File: config.mk
export PLATFORM = sky130hd
export DESIGN_NAME = sat_accum_pipe
export DESIGN_NICKNAME = d
export VERILOG_FILES = /design/src/rtl/ldpc_sat_pkg.sv /design/src/rtl/sat_accum_pipe_sat_lane.sv /design/src/rtl/sat_accum_pipe.sv
export SDC_FILE = /design/constraint.sdc
export NUM_CORES = 1
export LEC_CHECK = 0
export CORE_MARGIN = 3
export CORE_UTILIZATION = 30
export DETAILED_ROUTE_END_ITERATION = 6
export GPL_ROUTABILITY_DRIVEN = 1
export PLACE_DENSITY = 0.49
export SLEW_MARGIN = 20
export SYNTH_ARGS = -nofsm -noshare
export SYNTH_HDL_FRONTEND = slang
export SYNTH_SLANG_ARGS = --single-unit
File: constraint.sdc
create_clock -name clk -period 7.6 [get_ports clk]
set_input_delay 2.28 -clock clk [delete_from_list [all_inputs] [get_ports clk]]
set_output_delay 2.28 -clock clk [all_outputs]
set_load 0.01 [all_outputs]
File: src/rtl/ldpc_sat_pkg.sv
// Shared types, default widths and saturation helpers for the
// multi-lane saturating accumulator.
package ldpc_sat_pkg;

  localparam int LANES_DEF = 4;
  localparam int IN_W_DEF  = 9;
  localparam int ACC_W_DEF = 12;
  localparam int OUT_W_DEF = 8;
  localparam int DEG_W_DEF = 4;

  // EMPTY: accumulators zero, no beat taken yet; BUSY: mid-frame
  typedef enum logic {
    ST_EMPTY = 1'b0,
    ST_BUSY  = 1'b1
  } acc_state_e;

  // Largest positive value of a w-bit signed message
  function automatic int sat_max_pos(int w);
    return (1 << (w - 1)) - 1;
  endfunction

  // Most negative allowed value; symmetric mode gives up the lone -2^(w-1)
  function automatic int sat_max_neg(int w, logic sym);
    return sym ? -((1 << (w - 1)) - 1) : -(1 << (w - 1));
  endfunction

  // LSB position of lane k inside a packed bus of w-bit lanes
  function automatic int lane_lsb(int lane, int w);
    return lane * w;
  endfunction

  // Index of the last beat a frame may have before it is forced closed
  function automatic int max_beat(int deg_w);
    return (1 << deg_w) - 1;
  endfunction

endpackage

File: src/rtl/sat_accum_pipe_sat_lane.sv
// One combinational lane: widened add with accumulator clamp, then
// reduction to the output width with optional symmetric saturation.
module sat_lane
  import ldpc_sat_pkg::*;
#(
  parameter int IN_W  = IN_W_DEF,
  parameter int ACC_W = ACC_W_DEF,
  parameter int OUT_W = OUT_W_DEF
) (
  input  logic signed [ACC_W-1:0] acc_i,
  input  logic signed [IN_W-1:0]  din_i,
  input  logic                    cfg_sym,
  output logic signed [ACC_W-1:0] sum_o,
  output logic signed [OUT_W-1:0] out_o,
  output logic                    sat_o
);

  localparam logic signed [ACC_W-1:0] ACC_MAX  = {1'b0, {(ACC_W-1){1'b1}}};
  localparam logic signed [ACC_W-1:0] ACC_MIN  = {1'b1, {(ACC_W-1){1'b0}}};
  localparam logic signed [OUT_W-1:0] OUT_MAX  = OUT_W'(sat_max_pos(OUT_W));
  localparam logic signed [OUT_W-1:0] OUT_MIN  = OUT_W'(sat_max_neg(OUT_W, 1'b0));
  localparam logic signed [OUT_W-1:0] OUT_MINS = OUT_W'(sat_max_neg(OUT_W, 1'b1));

  logic signed [ACC_W:0]      wide;
  logic        [ACC_W-OUT_W:0] top_bits;
  logic                       fits;

  // Add one guard bit wide, then clamp back into the accumulator range
  always_comb begin
    wide = {acc_i[ACC_W-1], acc_i} + {{(ACC_W+1-IN_W){din_i[IN_W-1]}}, din_i};
    if (wide[ACC_W] != wide[ACC_W-1]) begin
      sum_o = wide[ACC_W] ? ACC_MIN : ACC_MAX;
    end else begin
      sum_o = wide[ACC_W-1:0];
    end
  end

  // Reduce to OUT_W; flag any lane whose value changed in the reduction
  always_comb begin
    top_bits = sum_o[ACC_W-1:OUT_W-1];
    fits     = (&top_bits) | ~(|top_bits);
    if (!fits) begin
      out_o = sum_o[ACC_W-1] ? (cfg_sym ? OUT_MINS : OUT_MIN) : OUT_MAX;
    end else if (cfg_sym && (sum_o[OUT_W-1:0] == OUT_MIN)) begin
      out_o = OUT_MINS;
    end else begin
      out_o = sum_o[OUT_W-1:0];
    end
    sat_o = (sum_o != {{(ACC_W-OUT_W){out_o[OUT_W-1]}}, out_o});
  end

endmodule

File: src/rtl/sat_accum_pipe.sv
// Multi-lane saturating frame accumulator with a registered
// valid/ready result stage, per-lane saturation flags and a
// running saturation counter.
module sat_accum_pipe
  import ldpc_sat_pkg::*;
#(
  parameter int LANES = LANES_DEF,
  parameter int IN_W  = IN_W_DEF,
  parameter int ACC_W = ACC_W_DEF,
  parameter int OUT_W = OUT_W_DEF,
  parameter int DEG_W = DEG_W_DEF
) (
  input  logic                   clk,
  input  logic                   rst,
  input  logic                   cfg_sym,
  input  logic                   in_valid,
  output logic                   in_ready,
  input  logic [LANES*IN_W-1:0]  in_data,
  input  logic                   in_last,
  output logic                   out_valid,
  input  logic                   out_ready,
  output logic [LANES*OUT_W-1:0] out_data,
  output logic [LANES-1:0]       out_sat,
  output logic [15:0]            sat_cnt,
  output logic                   frame_err
);

  localparam logic [DEG_W-1:0] LAST_CNT = DEG_W'(max_beat(DEG_W));

  acc_state_e state_q, state_d;

  logic signed [ACC_W-1:0] acc_q [LANES];
  logic signed [ACC_W-1:0] acc_d [LANES];
  logic signed [ACC_W-1:0] lane_sum [LANES];
  logic signed [OUT_W-1:0] lane_out [LANES];
  logic [LANES-1:0]        lane_sat;

  logic [DEG_W-1:0]       cnt_q, cnt_d;
  logic                   out_valid_q, out_valid_d;
  logic [LANES*OUT_W-1:0] out_data_q, out_data_d;
  logic [LANES-1:0]       out_sat_q, out_sat_d;
  logic [15:0]            sat_cnt_q, sat_cnt_d;
  logic                   frame_err_q, frame_err_d;
  logic [15:0]            sat_add;
  logic                   beat_fire, force_close, last_fire;

  for (genvar k = 0; k < LANES; k++) begin : g_lane
    sat_lane #(
      .IN_W  (IN_W),
      .ACC_W (ACC_W),
      .OUT_W (OUT_W)
    ) u_lane (
      .acc_i   (acc_q[k]),
      .din_i   (in_data[lane_lsb(k, IN_W) +: IN_W]),
      .cfg_sym (cfg_sym),
      .sum_o   (lane_sum[k]),
      .out_o   (lane_out[k]),
      .sat_o   (lane_sat[k])
    );
  end

  // Handshake decode: the only combinational output path is out_ready -> in_ready
  always_comb begin
    in_ready    = !out_valid_q || out_ready;
    beat_fire   = in_valid && in_ready;
    force_close = (cnt_q == LAST_CNT);
    last_fire   = beat_fire && (in_last || force_close);
  end

  // Frame state register
  always_ff @(posedge clk) begin
    if (rst) state_q <= ST_EMPTY;
    else     state_q <= state_d;
  end

  // Frame state transitions
  always_comb begin
    state_d = state_q;
    if (last_fire)      state_d = ST_EMPTY;
    else if (beat_fire) state_d = ST_BUSY;
  end

  // Number of lanes clamped in the result about to be loaded
  always_comb begin
    sat_add = '0;
    // NOTE: blocking accumulation is correct here; this is combinational, not state.
    for (int k = 0; k < LANES; k++) sat_add = sat_add + 16'(lane_sat[k]);
  end

  // Next values for accumulators, beat count and the output stage
  always_comb begin
    // NOTE: every target gets a default first so no path leaves a latch behind.
    acc_d       = acc_q;
    cnt_d       = cnt_q;
    out_valid_d = out_valid_q;
    out_data_d  = out_data_q;
    out_sat_d   = out_sat_q;
    sat_cnt_d   = sat_cnt_q;
    frame_err_d = 1'b0;
    if (out_valid_q && out_ready) out_valid_d = 1'b0;
    if (last_fire) begin
      for (int k = 0; k < LANES; k++) begin
        acc_d[k] = '0;
        out_data_d[lane_lsb(k, OUT_W) +: OUT_W] = lane_out[k];
      end
      cnt_d       = '0;
      out_valid_d = 1'b1;
      out_sat_d   = lane_sat;
      sat_cnt_d   = sat_cnt_q + sat_add;
      frame_err_d = !in_last;
    end else if (beat_fire) begin
      acc_d = lane_sum;
      cnt_d = cnt_q + 1'b1;
    end
  end

  // Datapath registers with synchronous reset
  always_ff @(posedge clk) begin
    // NOTE: the accumulator array is reset on purpose; an aborted frame must leave no residue.
    if (rst) begin
      for (int k = 0; k < LANES; k++) acc_q[k] <= '0;
      cnt_q       <= '0;
      out_valid_q <= 1'b0;
      out_data_q  <= '0;
      out_sat_q   <= '0;
      sat_cnt_q   <= '0;
      frame_err_q <= 1'b0;
    end else begin
      acc_q       <= acc_d;
      cnt_q       <= cnt_d;
      out_valid_q <= out_valid_d;
      out_data_q  <= out_data_d;
      out_sat_q   <= out_sat_d;
      sat_cnt_q   <= sat_cnt_d;
      frame_err_q <= frame_err_d;
    end
  end

  assign out_valid = out_valid_q;
  assign out_data  = out_data_q;
  assign out_sat   = out_sat_q;
  assign sat_cnt   = sat_cnt_q;
  assign frame_err = frame_err_q;

endmodule

# After elaboration in Yosys (flattened, before gate mapping)
# Index checks and enable logic that the tools add are counted.
# op_classes
add_sub_neg	9
eq_ne	13
n_mux	23
n_bitwise	9
n_reduce_logical	22
# op_table
op	count
$mux W12	8
$mux W8	12
$add A12 B9 Y13	4
$ne A12 B12 Y1	4
$eq A8 B8 Y1 const B	4
$reduce_and A5 Y1	4
$reduce_or A5 Y1	4
$add A16 B4 Y16	1
$logic_and A1 B1 Y1	7
$not A1 Y1	5
$add A3 B1 Y4	1
$add A4 B1 Y4 const B	1
$eq A4 B4 Y1 const B	1
$ne A1 B1 Y1	4
$or A1 B1 Y1	4
$reduce_or A2 Y1	2
$add A2 B1 Y3	1
$mux W1	3
$add A1 B1 Y2	1
$logic_not A1 Y1	2
$logic_or A1 B1 Y1	2
$reduce_bool A2 Y1	1
# totals
ff_bits	106
input_bits	42

# Logic depth before layout (Yosys ltp)
# depth
word_depth	12
depth_mapped	29

# Modules after synthesis
# From an unflattened synthesis, not the netlist that was laid out.
# hier_totals
hier_cells	1019
area_unflattened_um2	7526.0
# by_module_without_submodules
module	instances	cells_per_inst	area_each_um2	seq_area_each_um2
sat_accum_pipe	1	493	3947.5	2122.0
sat_lane at g_lane[1].u_lane ...	2	133	893.4	0.0
sat_lane at g_lane[0].u_lane	1	129	904.6	0.0
sat_lane at g_lane[3].u_lane	1	131	887.1	0.0

# Worst setup path before layout
# Ideal clock, no wire load.
# synth_timing
kind	in2reg
startpoint	in in_data[1]
endpoint	reg sat_cnt_q[10] (netlist: sat_cnt[10])
arrival_ns	7.352
path_slack_ns	0.121
stages	28
cell_sequence	ha_1 a211oi_1 o211ai_1 o211a_1 o21a_1 o21a_1 o21ai_0 nand2b_1 xor2_1 ha_1 clkbuf_1 nor2b_1 mux2_2 a2111oi_0 and3_1 or2_1 and2_1 fa_1 inv_1 fa_1 inv_1 fa_1 nor2_1 and2_1 clkbuf_1 nand4_1 xor2_1 nor2_1
# synth_between
elab_chain_len	12
# synth_lines
element	line_no	rtl
start: declaration	sat_accum_pipe.sv:18	input logic [LANES*IN_W-1:0] in_data,
$add A12 B9 Y13 *	sat_accum_pipe_sat_lane.sv:30	wide = {acc_i[ACC_W-1], acc_i} + {{(ACC_W+1-IN_W){din_i[IN_W-1]}}, din_i};
$mux W12 or $ne A1 B1 Y1 (tied branches)	sat_accum_pipe_sat_lane.sv:32, sat_accum_pipe_sat_lane.sv:31	
$mux W12 *	sat_accum_pipe_sat_lane.sv:31	if (wide[ACC_W] != wide[ACC_W-1]) begin
$eq A8 B8 Y1 or $reduce_or A5 Y1 (tied branches)	sat_accum_pipe_sat_lane.sv:44, sat_accum_pipe_sat_lane.sv:41	
$logic_and A1 B1 Y1 or $not A1 Y1 (tied branches)	sat_accum_pipe_sat_lane.sv:44, sat_accum_pipe_sat_lane.sv:41	
$mux W8 or $or A1 B1 Y1 (tied branches)	sat_accum_pipe_sat_lane.sv:44, sat_accum_pipe_sat_lane.sv:41	
$mux W8	sat_accum_pipe_sat_lane.sv:42	if (!fits) begin
$ne A12 B12 Y1 *	sat_accum_pipe_sat_lane.sv:49	sat_o = (sum_o != {{(ACC_W-OUT_W){out_o[OUT_W-1]}}, out_o});
$add A1 B1 Y2 *	sat_accum_pipe.sv:87	for (int k = 0; k < LANES; k++) sat_add = sat_add + 16'(lane_sat[k]);
$add A2 B1 Y3 *	sat_accum_pipe.sv:87	
$add A3 B1 Y4 *	sat_accum_pipe.sv:87	
$add A16 B4 Y16 *	sat_accum_pipe.sv:109	sat_cnt_d = sat_cnt_q + sat_add;
end signal: assignment	sat_accum_pipe.sv:134	sat_cnt_q <= sat_cnt_d;
end: declaration	sat_accum_pipe.sv:42	logic [15:0] sat_cnt_q, sat_cnt_d;
# Every way passes the cells marked *; elsewhere a longest branch is shown, timed or not.
# A chain may end at the register's enable or synchronous reset.

# Final worst setup path
# layout_timing
startpoint	in in_data[2]
endpoint	reg sat_cnt_q[10] (netlist: sat_cnt[10])
# Same word-level chain as after synthesis.

==> results.ini <==
[cts]
clkSinkCount = 106
cts_root_buffer = clkbuf_16
cts_buffer_depth = 2
cts_tree = built
path_clk_slew_ns = 0.07
ctsHtreeMaxLevel = 3
worstSkewPairLatency_ns = 0.36
cts_buffers = 9

[sta]
finalHoldViolCount = 0
slew_headroom_pct = 41.9
holdWs_ns = 0.450
grt_setup_unrepaired = no
clock_skew_ns = 0.00879
fmax_mhz = 137
maxSlewViolCount = 0
finalCriticalPeriod_ns = 7.32
worst_slew_pin_slew_ns = 0.868
setup_viol_count_final = 0
fin_crit_sh_pct = 96.3

[routing]
avgViaCountPerCell = 5.06
drt-initial-drc-count = 324
drtPass1Iterations = 5
routedWlPerCell_um = 15.7
drcViolationCount = 0
via_count = 7019
ant_nets = 0
drt-total-wl_mm = 21.8

[floorplan]
rows = 55
die_x_um = 160
die_area_sq_um = 25500
initial_core_util_pct = 30.9
die_y_um = 160
io_pins = 97
core_area_sq_um = 22900

[pwr]
fin_total_pwr_mw = 2.78
p_sw_share_pct = 40.7
ir_worst_vdd_mv = 0.122
leakage_nw = 4.06
clockPowerShare_pct = 17.5
pwr-share-comb_pct = 57.6
p_per_area_nw_per_um2 = 290
p_int_mw = 1.65
p_sw_mw = 1.13
power.share.sequential_pct = 24.9

[global_routing]
overflow = 0
grt_usage_pct = 16.8
antenna_found_initial = 0
grt_pass1_vias = 6797
grt_max_degree = 66
grt_pass1_wl_mm = 35.3

[finish]
final_util_pct = 41.8
stdcell_count = 1388
syn2layout_area_growth_pct = 35.2
final_common_cell = buf_4
layout-drive-gt1-share_pct = 15.9
final_cell_mix = buf_4 (115), dfxtp_1 (106), nor2_1 (105)
layout.nets = 1177
fin_area_sq_um = 9590
diodes = 0

[logic_synthesis]
synth_edf_count = 0
async_flop_share_pct = 0
synth_top_area_share_pct = 29.9
synthCells = 884
ys_seq_elements = 106
synth-main-ff-cell = dfxtp_1
synth_area_per_cell_sq_um = 8.02
ys_warn_count = 0
post_synth_instance_area_sq_um = 7090
synthTopCellsByArea = dfxtp_1 (30%), ha_1 (10%), nor2_1 (5.7%)
syn_nets = 991
synth_seq_area_share_pct = 29.9
synth_top_area_cell = dfxtp_1
ys_types = 78

[status]
status = completed

[setup_path]
timing.rr.start = acc_q[37]
cp_top_family = adder cells
r2r_cells = 28
crit_buf_inv = 4
r2r_slack_ns = 2.14
cp_slowest_cell = clkdlybuf4s50_1
timing.critical_path.from = in_data[2]
r2r_end = sat_cnt[10]
cp-end-kind = register
required_ns = 7.84
path_class = input pin to register
crit_path_max_incr_delay_ns = 0.48
cp_max_fo = 6
start_kind = input pin
timing.critical_path.arrival_ns = 7.56

[placement]
gp_congestion = 0.802
postPlaceCellArea_sq_um = 9140
placed_cells = 1367
dp_hpwl_mm = 16.5
port-buffer-count = 96

[worst_hold_path]
min_to = out_data[5]
hold_path_depth = 2
worstHoldStart = out_data[5]
hold_class = register to register

[flow_run]
cap_viol_max_count = 0

[repair_timing]
item,CTS,global route
pin swaps,3,11
endpoints found under the setup margin,10,15
hold buffers,0,0
resized for setup,9,19
setup buffers,1,4
[registers in the layout (all words and copies together), names as in the netlist]
| name | cells |
|---|---|
| acc_q | 48 |
| out_data | 32 |
| sat_cnt | 16 |
| cnt_q | 4 |
| out_sat | 4 |
| frame_err | 1 |
| out_valid | 1 |
[kinds of logic (layout without fill, tap and decap cells)]
family / count (synthesis) / after routing / share of synthesized area, %
simple gates: 316 / 316 / 21.0
compound gates: 281 / 281 / 27.2
fa+ha+maj: 65 / 65 / 12.2
xor+xnor: 43 / 43 / 5.31
flops: 106 / 106 / 29.9
mux: 5 / 5 / 0.723
buf+inv: 68 / 259 / 3.65
[through the flow]
stage	TNS (ns)	setup slack (ns)
after global placement	-4.68	-0.461
after CTS	0	0.0178
after global routing	0	0.0151
after detailed placement	-5.65	-0.526
after floorplan	0	0.121
final	0	0.284
[power groups by stage]
stage          combinational [mW]  clock, mW  sequential (mW)
2_1_floorplan               0.907          0            0.707
3_3_place_gp                 1.54          0            0.707
3_5_place_dp                 1.53          0            0.707
4_1_cts                      1.56      0.509            0.695
5_1_grt                      1.78      0.529            0.705
6_report                     1.60      0.487            0.694
[synthesized netlist by cell type, drive strengths merged (5+ instances only)]
master / n
nand4: 8
o211ai: 14
dfxtp: 106
a211oi: 29
ha: 58
xnor2: 21
o21a: 13
nand3: 20
or2: 6
nand2b: 16
a2111oi: 6
and2: 12
inv: 32
xor2: 22
or3: 8
clkbuf: 33
nor3: 33
and3: 9
a211o: 7
a31oi: 7
o21ai: 67
a311oi: 5
nor2: 108
fa: 7
a21o: 26
nand2: 75
a21oi: 65
[final cells by class]
cell class	instances	area [sq um]
inverters	32	120
flip-flops and latches	106	2120
multi-input cells	710	4830
clock buffers	11	233
repair buffers	211	1830
clock inverters	5	63.8
fillers	2359	13300
well taps	313	392
[worst register-to-register path, delay by kind of cell (launching register included)]
kind | cells | cell delay, ns
xor gates and xnor gates | 2 | 0.35
muxes | 1 | 0.30
buffers and inverters | 4 | 0.42
DFF | 1 | 0.44
adders and majority gates | 5 | 1.52
and+or+nand+nor | 9 | 1.06
AOI/OAI and AO/OA | 7 | 1.23
[how the worst max path moves through the flow]
stage / endpoint / slack [ns] / depth (start not counted)
2_1_floorplan: sat_cnt[10] / 0.12 / 28
3_3_place_gp: sat_cnt[10] / -0.46 / 29
3_5_place_dp: sat_cnt[10] / -0.53 / 29
4_1_cts: sat_cnt[10] / 0.02 / 30
5_1_grt: sat_cnt[12] / 0.02 / 26
6_report: sat_cnt[10] / 0.28 / 28
[layer usage]
layer	track usage [%]	part of all wire, %	up-vias
met1	22.8	49	3293
met4	5.01	1.6	0
met2	27.9	46	106
met5	0	0	-
li1	-	-	3602
met3	1.95	2.9	18
Power figures use the tool's default switching activity.
